## config.mk

```make
export PLATFORM = sky130hd
export DESIGN_NAME = sawtooth_keystream_quantizer_flat
export DESIGN_NICKNAME = d
export VERILOG_FILES = /design/src/rtl/sawtooth_keystream_quantizer_if.sv /design/src/rtl/sawtooth_keystream_quantizer.sv /design/src/flat_wrapper.sv
export SDC_FILE = /design/constraint.sdc
export NUM_CORES = 1
export LEC_CHECK = 0
export BUFFER_PORTS_ARGS = -buffer_cell sky130_fd_sc_hd__buf_2
export CAP_MARGIN = 15
export CORE_ASPECT_RATIO = 1.2
export CORE_MARGIN = 2
export CORE_UTILIZATION = 51
export DETAILED_ROUTE_END_ITERATION = 12
export HOLD_SLACK_MARGIN = 0.08
export PLACE_DENSITY = 0.71
export SLEW_MARGIN = 10
export SYNTH_ARGS = -nofsm -noshare
export SYNTH_HDL_FRONTEND = slang
export SYNTH_SLANG_ARGS = --single-unit
```

## constraint.sdc

```tcl
create_clock -name clk -period 3.45 [get_ports clk]
set_input_delay 0.69 -clock clk [delete_from_list [all_inputs] [get_ports clk]]
set_output_delay 0.69 -clock clk [all_outputs]
set_load 0.1 [all_outputs]
```

## src/rtl/sawtooth_keystream_quantizer_if.sv

```systemverilog
`default_nettype none
// ============================================================================
//  Module   : sawtooth_keystream_quantizer_if
//  Brief    : Streaming handshake bundle for the keystream quantizer: FP32
//             values in from the sawtooth stage, keystream bytes out to the
//             pixel XOR/diffusion stage.
//  Revision : 1.0 - initial release
// ============================================================================
interface sawtooth_keystream_quantizer_if #(
  parameter int PRECISION = 32
);
  logic                 in_valid;
  logic                 in_ready;
  logic [PRECISION-1:0] in_data;
  logic                 out_valid;
  logic                 out_ready;
  logic [7:0]           out_byte;

  // Environment side: produces values, consumes bytes
  modport master (
    output in_valid, in_data, out_ready,
    input  in_ready, out_valid, out_byte
  );

  // Quantizer side: consumes values, produces bytes
  modport slave (
    input  in_valid, in_data, out_ready,
    output in_ready, out_valid, out_byte
  );
endinterface
`default_nettype wire

```

## src/rtl/sawtooth_keystream_quantizer.sv

```systemverilog
`default_nettype none
// ============================================================================
//  Module   : sawtooth_keystream_quantizer
//  Brief    : Quantizes FP32 chaos values to keystream bytes,
//             byte = floor(|v| * 2^SCALE) mod 256, through a two-stage
//             pipeline into a credit-protected output FIFO.
//  Revision : 1.0 - initial release
// ============================================================================
module sawtooth_keystream_quantizer #(
  parameter int PRECISION = 32,
  parameter int SCALE     = 20,
  parameter int DEPTH     = 4
) (
  input  wire logic                     clk,
  input  wire logic                     reset,
  sawtooth_keystream_quantizer_if.slave bus,
  output logic [$clog2(DEPTH):0]        level,
  output logic                          err_sticky
);

  localparam int                    c_AW       = $clog2(DEPTH);
  localparam logic [1:0]            c_CLS_ZERO = 2'd0;
  localparam logic [1:0]            c_CLS_NORM = 2'd1;
  localparam logic [1:0]            c_CLS_SPEC = 2'd2;
  // sh = e - 127 + SCALE - 23 folded into one bias
  localparam logic signed [9:0]     c_SH_BIAS  = 10'(SCALE - 150);
  localparam logic [c_AW+1:0]       c_DEPTH    = (c_AW+2)'(DEPTH);

  // Stage 1: decoded operand
  logic                r_s1_valid;
  logic [23:0]         r_s1_sig;
  logic signed [9:0]   r_s1_sh;
  logic [1:0]          r_s1_cls;
  // Stage 2: finished byte awaiting push
  logic                r_s2_valid;
  logic [7:0]          r_s2_byte;
  logic                r_s2_spec;
  // FIFO
  logic [7:0]          r_mem [DEPTH];
  logic [c_AW-1:0]     r_wr_ptr;
  logic [c_AW-1:0]     r_rd_ptr;
  logic [c_AW:0]       r_level;
  logic                r_err;

  logic [7:0]          w_exp;
  logic signed [9:0]   w_sh;
  logic [1:0]          w_cls;
  logic                w_accept;
  logic [7:0]          w_byte;
  logic signed [9:0]   w_neg_sh;
  logic [23:0]         w_shr;
  logic                w_push;
  logic                w_pop;
  logic [c_AW+1:0]     w_credit;
  logic                w_unused_sign;

  // Magnitude only: the sign bit never reaches the byte
  assign w_unused_sign = bus.in_data[PRECISION-1];
  assign w_exp         = bus.in_data[30:23];
  assign w_sh          = $signed({2'b00, w_exp}) + c_SH_BIAS;
  assign w_accept      = bus.in_valid && bus.in_ready;

  // Classify the incoming exponent; denormals collapse into zero
  always_comb begin
    w_cls = c_CLS_NORM;
    if (w_exp == 8'h00) begin
      w_cls = c_CLS_ZERO;
    end else if (w_exp == 8'hFF) begin
      w_cls = c_CLS_SPEC;
    end
  end

  // Stage 1 register: capture significand, shift amount and class
  always_ff @(posedge clk) begin
    if (reset) begin
      r_s1_valid <= 1'b0;
      r_s1_sig   <= 24'd0;
      r_s1_sh    <= 10'sd0;
      r_s1_cls   <= c_CLS_ZERO;
    end else begin
      r_s1_valid <= w_accept;
      if (w_accept) begin
        r_s1_sig <= {1'b1, bus.in_data[22:0]};
        r_s1_sh  <= w_sh;
        r_s1_cls <= w_cls;
      end
    end
  end

  // Byte extraction: left shift for small positive sh, right shift otherwise
  always_comb begin
    w_byte   = 8'h00;
    w_neg_sh = -r_s1_sh;
    w_shr    = r_s1_sig >> w_neg_sh[4:0];
    if (r_s1_cls == c_CLS_NORM) begin
      if (r_s1_sh >= 10'sd8) begin
        w_byte = 8'h00;
      end else if (r_s1_sh >= 10'sd0) begin
        w_byte = r_s1_sig[7:0] << r_s1_sh[2:0];
      end else if (r_s1_sh > -10'sd24) begin
        w_byte = w_shr[7:0];
      end
    end
  end

  // Stage 2 register: hold the byte and its special flag for the push edge
  always_ff @(posedge clk) begin
    if (reset) begin
      r_s2_valid <= 1'b0;
      r_s2_byte  <= 8'h00;
      r_s2_spec  <= 1'b0;
    end else begin
      r_s2_valid <= r_s1_valid;
      r_s2_byte  <= w_byte;
      r_s2_spec  <= r_s1_valid && (r_s1_cls == c_CLS_SPEC);
    end
  end

  assign w_push = r_s2_valid;
  assign w_pop  = (r_level != '0) && bus.out_ready;

  // FIFO storage; contents are don't-care while unoccupied
  always_ff @(posedge clk) begin
    if (w_push) begin
      r_mem[r_wr_ptr] <= r_s2_byte;
    end
  end

  // FIFO pointers, occupancy and sticky error flag
  always_ff @(posedge clk) begin
    if (reset) begin
      r_wr_ptr <= '0;
      r_rd_ptr <= '0;
      r_level  <= '0;
      r_err    <= 1'b0;
    end else begin
      if (w_push) begin
        r_wr_ptr <= r_wr_ptr + 1'b1;
      end
      if (w_pop) begin
        r_rd_ptr <= r_rd_ptr + 1'b1;
      end
      case ({w_push, w_pop})
        2'b10:   r_level <= r_level + 1'b1;
        2'b01:   r_level <= r_level - 1'b1;
        default: r_level <= r_level;
      endcase
      if (w_push && r_s2_spec) begin
        r_err <= 1'b1;
      end
    end
  end

  // Credit check from registers only, so a same-cycle pop never frees a slot
  always_comb begin
    w_credit     = {1'b0, r_level}
                 + {{(c_AW+1){1'b0}}, r_s1_valid}
                 + {{(c_AW+1){1'b0}}, r_s2_valid};
    bus.in_ready = !reset && (w_credit < c_DEPTH);
  end

  assign bus.out_valid = (r_level != '0);
  assign bus.out_byte  = bus.out_valid ? r_mem[r_rd_ptr] : 8'h00;
  assign level         = r_level;
  assign err_sticky    = r_err;

endmodule
`default_nettype wire

```

## src/flat_wrapper.sv

```systemverilog
// flat-port wrapper written by rule: the top's interface ports become plain ports
module sawtooth_keystream_quantizer_flat 
#(
  parameter int PRECISION = 32,
  parameter int SCALE     = 20,
  parameter int DEPTH     = 4
)
  (clk, reset, level, err_sticky, bus_in_valid, bus_in_data, bus_out_ready, bus_in_ready, bus_out_valid, bus_out_byte);
  sawtooth_keystream_quantizer_if #(.PRECISION(PRECISION)) bus_i ();
  input  wire logic clk;
  input  wire logic reset;
  output logic [$clog2(DEPTH):0] level;
  output logic err_sticky;
  input wire logic [$bits(bus_i.in_valid)-1:0] bus_in_valid;
  input wire logic [$bits(bus_i.in_data)-1:0] bus_in_data;
  input wire logic [$bits(bus_i.out_ready)-1:0] bus_out_ready;
  output wire logic [$bits(bus_i.in_ready)-1:0] bus_in_ready;
  output wire logic [$bits(bus_i.out_valid)-1:0] bus_out_valid;
  output wire logic [$bits(bus_i.out_byte)-1:0] bus_out_byte;
  assign bus_i.in_valid = bus_in_valid;
  assign bus_i.in_data = bus_in_data;
  assign bus_i.out_ready = bus_out_ready;
  assign bus_in_ready = bus_i.in_ready;
  assign bus_out_valid = bus_i.out_valid;
  assign bus_out_byte = bus_i.out_byte;
  sawtooth_keystream_quantizer #(.PRECISION(PRECISION), .SCALE(SCALE), .DEPTH(DEPTH)) u_core (.clk(clk), .reset(reset), .bus(bus_i), .level(level), .err_sticky(err_sticky));
endmodule
```

==> summary.md, run 1 <==
| Metric | Value |
|---|---|
| Num CTS Buffers | 9 |
| Synth warn | 0 |
| Post-Synthesis Cells | 460 |
| GPL Wtd Cong | 0.921 |
| Critical path peak fanout | 9 |
| DR vias/cell | between 5 and 6 |
| CTS Hold Bufs | 0 |
| Fmax | 0.362 GHz |
| Setup violators final | 0 |
| Post-CTS Resized | 0 |
| Sum Neg Setup Slack | 0 ns |
| Diode count | 0 |
| Crit path time final | around 2.8 ns |
| M1 GR Usage | 0.243 |
| Post-synth EDFFs | 32 |
| Largest net degree at the start of global routing | just under 50 |
| Average size of a mapped cell | between 10 and 15 um^2 |
| Critical path startpoint category | flop |
| Commonest cells after routing, fill and taps aside | 88 x nand2_1, 56 x dfxtp_1, 48 x buf_2 |
| Synth top area cells | dfxtp_1 24%, edfxtp_1 20%, mux4_2 13% |
| FP Rows | 38 |
| Die H | between 100 and 150 um |
| Cell-internal power | around 0.0018 W |
| GRT overflow | 0 |
| First-pass GRT wire length | approximately 17 mm |
| Area grow syn2layout | 9.62% |
| CP Launch Point | u_core.r_s2_valid$_SDFF_PP0_ |
| Grt met2 use | 0.361 |
| Final WL | between 9 and 10 mm |
| CTS sink count | 89 |
| Initial Util | 0.527 |
| Filler Cells Inserted | between 800 and 900 |
| DP HPWL | 7.09 mm |
| Max IR drop VDD | about 0.29 mV |
| Vias in the first global route | between 3000 and 4000 |
| DRT iter0 DRCs | approximately 180 |
| CP required | 2.76 ns |
| Status | finished clean |
| Period utilisation layout | 0.802 |
| Tot GR Track Use | 0.203 |
| Library cells used by synthesis | 54 |
| Fraction of layout cells with a size suffix above 1 | 0.234 |
| RR Startpoint | u_core.r_s1_sh[0]$_SDFFE_PP0P_ |
| Syn nets | approximately 500 |
| Lkg Pwr | approximately 2 nW |
| HP Start | u_core.r_s2_spec$_SDFF_PP0_ |
| Clock Latency Late Sink | approximately 0.36 ns |
| Vias | 3529 |
| Clock Power Share | 0.208 |
| Max Cap Viol | 0 |
| Critical path class | flop to primary output |
| # nets final | 539 |
| Combinational fraction of design power | 0.403 |
| Antenna-violating nets left | 0 |
| Post-synthesis cell area | ~0.0048 mm^2 |
| Yosys reg bits | 89 |
| Worst setup EP type | primary output |
| Arrival time worst endpoint | 2.08 ns |
| Final instance area | approximately 0.0053 mm^2 |
| Min-delay worst type | flop to flop |
| Ports | 50 |
| CTS tree | built |
| DP Area | a little over 0.005 mm^2 |
| CTS max path bufs | 2 |
| Max-slew violations | 0 |
| Worst-Margin Slew | between 0.7 and 0.8 ns |
| DRC violations left | 0 |
| Synth area leader | dfxtp_1 |
| Final setup margin | a little under 0.7 ns |
| Initial antenna violation count | 0 |
| Root Driver | clkbuf_8 |
| Worst-path clk slew | approximately 0.10 ns |
| Cell Pwr Density | just over 600 mW/mm^2 |
| Register area share after synthesis | 0.437 |
| Met3 usage | 0.0382 |
| Sw power | 0.00142 W |
| Die X-Extent | around 90 um |
| GR peak layer | met2 |
| Slew HR | 0.496 |
| Post-CTS Setup Bufs | 0 |
| Ys async rst share | 0 |
| Core Box Area | 0.00913 mm^2 |
| Switching Share | 0.439 |
| H-tree Lvls | 3 |
| Clock Skews | 0.0163 ns |
| Final Hold Viols | 0 |
| Synth top area share | 0.237 |
| Most common cell after layout, fill and taps aside | nand2_1 |
| Place WS | 0.771 ns |
| Count of input and output buffers | 48 |
| RSZ-0062 raised after global routing | false |
| Sequential share of power | 0.389 |
| Wire per inst | between 15 and 20 um |
| Die area | 0.0102 mm^2 |
| Most used flip-flop cell after synthesis | dfxtp_1 |
| Pre-antenna DRT Iters | 4 |
-- worst max-delay path, cell delays in order, from the launching register on --
cell and delay [ns]:
dfxtp_1 0.51, ha_1 0.29, a21o_1 0.19, a211oi_4 0.26
buf_2 0.47
-- layer usage --
metal,vias up,share of wire
li1,1738,-
met1,1681,0.42
met2,93,0.52
met3,17,0.036
met4,0,0.023
met5,-,0
-- power by group through the flow --
| stage | Sequential (W) | Clock (W) | Combinational (W) |
|---|---|---|---|
| floorplan | 0.00130 | 0 | 0.00108 |
| global placement | 0.00128 | 0 | 0.00129 |
| detailed placement | 0.00128 | 0 | 0.00131 |
| CTS | 0.00126 | 0.000691 | 0.00131 |
| global route | 0.00128 | 0.000734 | 0.00139 |
| finish | 0.00126 | 0.000673 | 0.00130 |
-- cells in the mapped netlist (2+ instances only) --
cell type	n
nand3_1	7
mux2_2	8
mux2i_1	12
clkbuf_1	13
o211a_1	2
a41o_1	2
o22a_1	3
and2_1	16
o2111ai_1	2
xor2_1	6
nor2_1	23
ha_1	8
o211ai_1	7
a21oi_1	14
buf_4	3
o22ai_1	4
xnor2_1	7
nand4_1	10
a211oi_1	2
dfxtp_1	57
nand2_1	88
buf_2	11
nand3b_1	30
a311oi_1	3
o21ai_0	15
or2_2	2
o31ai_1	4
mux4_2	28
buf_6	3
nor3b_1	2
or3_1	2
inv_1	12
nor3_1	2
edfxtp_1	32
-- area by class of cell --
cell class / count / area [um^2] / area share
inverters: 14 / 52.6 / 0.00996
repair buffers: 54 / 285 / 0.0541
well taps: 120 / 150 / 0.0285
flip-flops and latches: 89 / 2100 / 0.399
clock buffers: 9 / 124 / 0.0235
clock inverters: 7 / 58.8 / 0.0111
multi-input cells: 326 / 2500 / 0.474
-- worst paths after layout --
check             slack (ns)  cells after the start                             end
setup / recovery        0.68                      4                    bus_in_ready
hold / removal          0.47                      2  u_core.err_sticky$_SDFFE_PP0P_
setup reg to reg        0.84                      8  u_core.r_s2_byte[4]$_SDFF_PP0_
hold reg to reg         0.47                      2  u_core.err_sticky$_SDFFE_PP0P_
-- sequential cells by signal (all words and copies together) (netlist names), named ones only --
| register | count |
|---|---|
| u_core.r_mem | 32 |
| u_core.r_s1_sig | 24 |
| u_core.r_s1_sh | 10 |
| u_core.r_s2_byte | 8 |
| u_core.level | 3 |
| u_core.r_rd_ptr | 2 |
| u_core.r_s1_cls | 2 |
| u_core.r_wr_ptr | 2 |
| u_core.err_sticky | 1 |
| u_core.r_s1_valid | 1 |
| u_core.r_s2_spec | 1 |
| u_core.r_s2_valid | 1 |
-- per-stage QoR --
stage | hold slack, ns | instances | power (W) | util
finish | 0.474 | 619 | 0.00324 | 0.578
global route | 0.496 | 619 | 0.00340 | 0.578
CTS | 0.476 | 619 | 0.00326 | 0.578
detailed placement | 0.459 | 603 | 0.00259 | 0.558
global placement | 0.447 | 603 | 0.00257 | 0.558
floorplan | 0.438 | 460 | 0.00238 | -
-- kinds of logic after synthesis --
family	share of synthesized area
AO/OA/AOI/OAI	0.0905
XOR/XNOR	0.0270
adder cells (fa/ha/maj)	0.0250
buffers and inverters	0.0450
flip-flops	0.437
multiplexers	0.175
AND/OR/NAND/NOR	0.201
No activity file was read; power rests on OpenSTA's default activity.
==> inputs of run 2 (changes only) <==
--- a/config.mk
+++ b/config.mk
@@ -12,7 +12,7 @@
 export CORE_UTILIZATION = 51
 export DETAILED_ROUTE_END_ITERATION = 12
 export HOLD_SLACK_MARGIN = 0.08
-export PLACE_DENSITY = 0.71
+export PLACE_DENSITY = 0.73
 export SLEW_MARGIN = 10
 export SYNTH_ARGS = -nofsm -noshare
 export SYNTH_HDL_FRONTEND = slang
==> constraint.sdc (replaced) <==
create_clock -name clk -period 2.4 [get_ports clk]
set_input_delay 0.48 -clock clk [delete_from_list [all_inputs] [get_ports clk]]
set_output_delay 0.48 -clock clk [all_outputs]
set_load 0.1 [all_outputs]
==> summary.md, run 2 (synthesized netlist as in run 1, its figures left out) <==
| Metric | Value |
|---|---|
| CTS sink count | 89 (unchanged) |
| Critical Path, Cell by Cell | buf_4, mux4_2, and2_1, buf_2 (was ha_1, a21o_1, a211oi_4, buf_2) |
| Most common cell after layout, fill and taps aside | nand2_1 (unchanged) |
| Num CTS Buffers | 9 (unchanged) |
| Fmax | 0.435 GHz |
| Status | finished clean (unchanged) |
| End of the critical path | bus_out_byte[3] (was bus_in_ready) |
| Clock Skews | 0.0151 ns (was 0.0163 ns) |
| Initial antenna violation count | 0 (unchanged) |
| Worst flop-to-flop path endpoint | u_core.r_s2_byte[1]$_SDFF_PP0_ (was u_core.r_s2_byte[4]$_SDFF_PP0_) |
| DR vias/cell | 5.60 (was 5.70) |
| Core Box Area | 0.00913 mm^2 (unchanged) |
| Final std cells w/o fill | 630 (was 619) |
| Critical path class | flop to primary output (unchanged) |
| Clock Latency Late Sink | 0.36 ns (about the same) |
| Vias | 3531 (was 3529) |
| GRT overflow | 0 (unchanged) |
| DP HPWL | 7.50 mm (was 7.09 mm) |
| Worst setup EP type | primary output (unchanged) |
| R2R cell count | 8 (unchanged) |
| Placed cell count | 614 (was 603) |
| Tot GR Track Use | 0.210 (was 0.203) |
| Die X-Extent | 92.7 um (unchanged) |
| Crit path max-delay family | multiplexers (was flip-flops) |
| Antenna-violating nets left | 0 (unchanged) |
| Diode count | 0 (unchanged) |
| DRC violations left | 0 (unchanged) |
| Min-delay worst type | primary input to flop (was flop to flop) |
| Fraction of layout cells with a size suffix above 1 | 0.261 (was 0.234) |
| CTS tree | built (unchanged) |
| FP Rows | 38 (unchanged) |
| Critical path peak fanout | 8 (was 9) |
| Period utilisation layout | 0.959 |
| First-pass GRT wire length | 17.3 mm (was 16.7 mm) |
| Max incr delay on CP | 0.51 ns (about the same) |
| CP required | 1.92 ns (was 2.76 ns) |
| CTS max path bufs | 2 (unchanged) |
| Setup violators final | 0 (unchanged) |
| RR Startpoint | u_core.r_s1_sh[0]$_SDFFE_PP0P_ (unchanged) |
| Vias in the first global route | 3532 (was 3529) |
| Critical path startpoint category | flop (unchanged) |
| Pre-antenna DRT Iters | 4 (unchanged) |
| Critical-path top delay cell | mux4_2 (was dfxtp_1) |
| Max-slew violations | 0 (unchanged) |
| Crit path buf inv count | 2 (was 1) |
| Max Cap Viol | 0 (unchanged) |
| Area grow syn2layout | 13.9% (was 9.62%) |
| Wire per inst | 15.9 um (was 15.8 um) |
| Cell Pwr Density | 901 mW/mm^2 (was 613 mW/mm^2) |
| Die area | 0.0102 mm^2 (unchanged) |
| Top reg by flops | u_core.r_mem (unchanged) |
| RSZ-0062 raised after global routing | false (unchanged) |
| Final Hold Viols | 0 (unchanged) |
| Final WL | 10.0 mm (was 9.78 mm) |
| Ports | 50 (unchanged) |
| Flop-to-flop setup slack | 0.19 ns (was 0.84 ns) |
| Worst-path clk slew | 0.10 ns (about the same) |
| Register area | 0.00211 mm^2 (was 0.00210 mm^2) |
| # nets final | 550 (was 539) |
| Fin util | 0.600 (was 0.578) |
| H-tree Lvls | 3 (unchanged) |
| Count of input and output buffers | 48 (unchanged) |
| Multi-input gate area | 0.00252 mm^2 (was 0.00250 mm^2) |
| Largest net degree at the start of global routing | 37 (was 49) |
| Slew HR | 0.581 (was 0.496) |
| Max IR drop VDD | 0.434 mV (was 0.291 mV) |
| Worst-Margin Slew | 0.624 ns (was 0.752 ns) |
| Crit path time final | 2.30 ns |
| Initial Util | 0.527 (unchanged) |
| Die H | 110 um (unchanged) |
| Root Driver | clkbuf_8 (unchanged) |
| Regs by FF count | u_core.r_mem: 32 flops, u_core.r_s1_sig: 24 flops, u_core.r_s1_sh: 10 flops (unchanged) |
| DRT iter0 DRCs | 177 (was 179) |
| Commonest cells after routing, fill and taps aside | 87 x nand2_1, 53 x dfxtp_1, 40 x buf_2 (was 88 x nand2_1, 56 x dfxtp_1, 48 x buf_2) |
| Filler Cells Inserted | 830 (was 808) |
| WP depth | 4 (unchanged) |
| Lkg Pwr | 2.06 nW (was 1.97 nW) |
| GPL Wtd Cong | 0.899 (was 0.921) |
| Arrival time worst endpoint | 1.82 ns (was 2.08 ns) |
| Largest register FFs | 32 (unchanged) |
| Post-CTS Setup Bufs | 0 (unchanged) |
[run 2: cell types whose count changed in the layout (fill, tap and decap cells not counted), sizes merged]
| cell | before | now |
|---|---|---|
| bufinv | 0 | 2 |
| buf | 54 | 65 |
| clkinvlp | 1 | 0 |
| clkinv | 2 | 4 |
| clkbuf | 9 | 10 |
| inv | 18 | 14 |
[run 2: layer usage]
layer / global-route usage / wire length, um / part of all wire
met1: 0.259 / 4150 / 0.41
met2: 0.370 / 5360 / 0.53
met3: 0.0368 / 367 / 0.037
met4: 0.0676 / 162 / 0.016
met5: 0 / 0 / 0
[run 2: tightest hold or removal path, delay by kind of cell]
kind | cells | cell delay, ns
buffers and inverters | 1 | 0.07
and+or+nand+nor | 2 | 0.08
[run 2: timing repair]
item | 4_1_cts | 5_1_grt
resized for setup | 0 | 14
endpoints found under the hold margin | 0 | 0
setup endpoints to repair | 0 | 7
hold buffers | 0 | 0
[run 2: area by class of cell]
cell class	instances	area share
multi-input combinational	326	0.459
sequential	89	0.386
tap	120	0.0274
clock buffer	10	0.0233
inverter	14	0.00982
clock inverter	6	0.0167
timing repair buffer	65	0.0776
[run 2: how the worst min path moves through the flow]
stage	start	to	cells past startpoint
floorplan	u_core.r_s2_spec$_SDFF_PP0_	u_core.err_sticky$_SDFFE_PP0P_	2
global placement	u_core.r_s2_byte[7]$_SDFF_PP0_	u_core.r_mem[3][7]$_DFFE_PP_	0
detailed placement	u_core.r_s2_byte[7]$_SDFF_PP0_	u_core.r_mem[1][7]$_DFFE_PP_	0
CTS	bus_in_data[15]	u_core.r_s1_sig[15]$_SDFFE_PP0P_	3
global route	bus_in_data[16]	u_core.r_s1_sig[16]$_SDFFE_PP0P_	3
finish	bus_in_data[18]	u_core.r_s1_sig[18]$_SDFFE_PP0P_	3
[run 2: where the power goes]
part           internal [W]  total [W]  switching [W]
Sequential          0.00167    0.00179       0.000129
Combinational      0.000665    0.00203        0.00136
Clock              0.000593    0.00112       0.000525
Total               0.00292    0.00494        0.00202
[run 2: per-stage QoR]
stage	hold slack [ns]	setup WS (ns)	TNS [ns]	total power, W	instance area, um^2
floorplan	0.438	-0.268	-8.92	0.00350	4890
global placement	0.446	0.251	0	0.00379	5240
detailed placement	0.462	0.233	0	0.00382	5240
CTS	0.278	0.0273	0	0.00496	5460
global route	0.299	0.000895	0	0.00520	5480
finish	0.302	0.0995	0	0.00494	5480
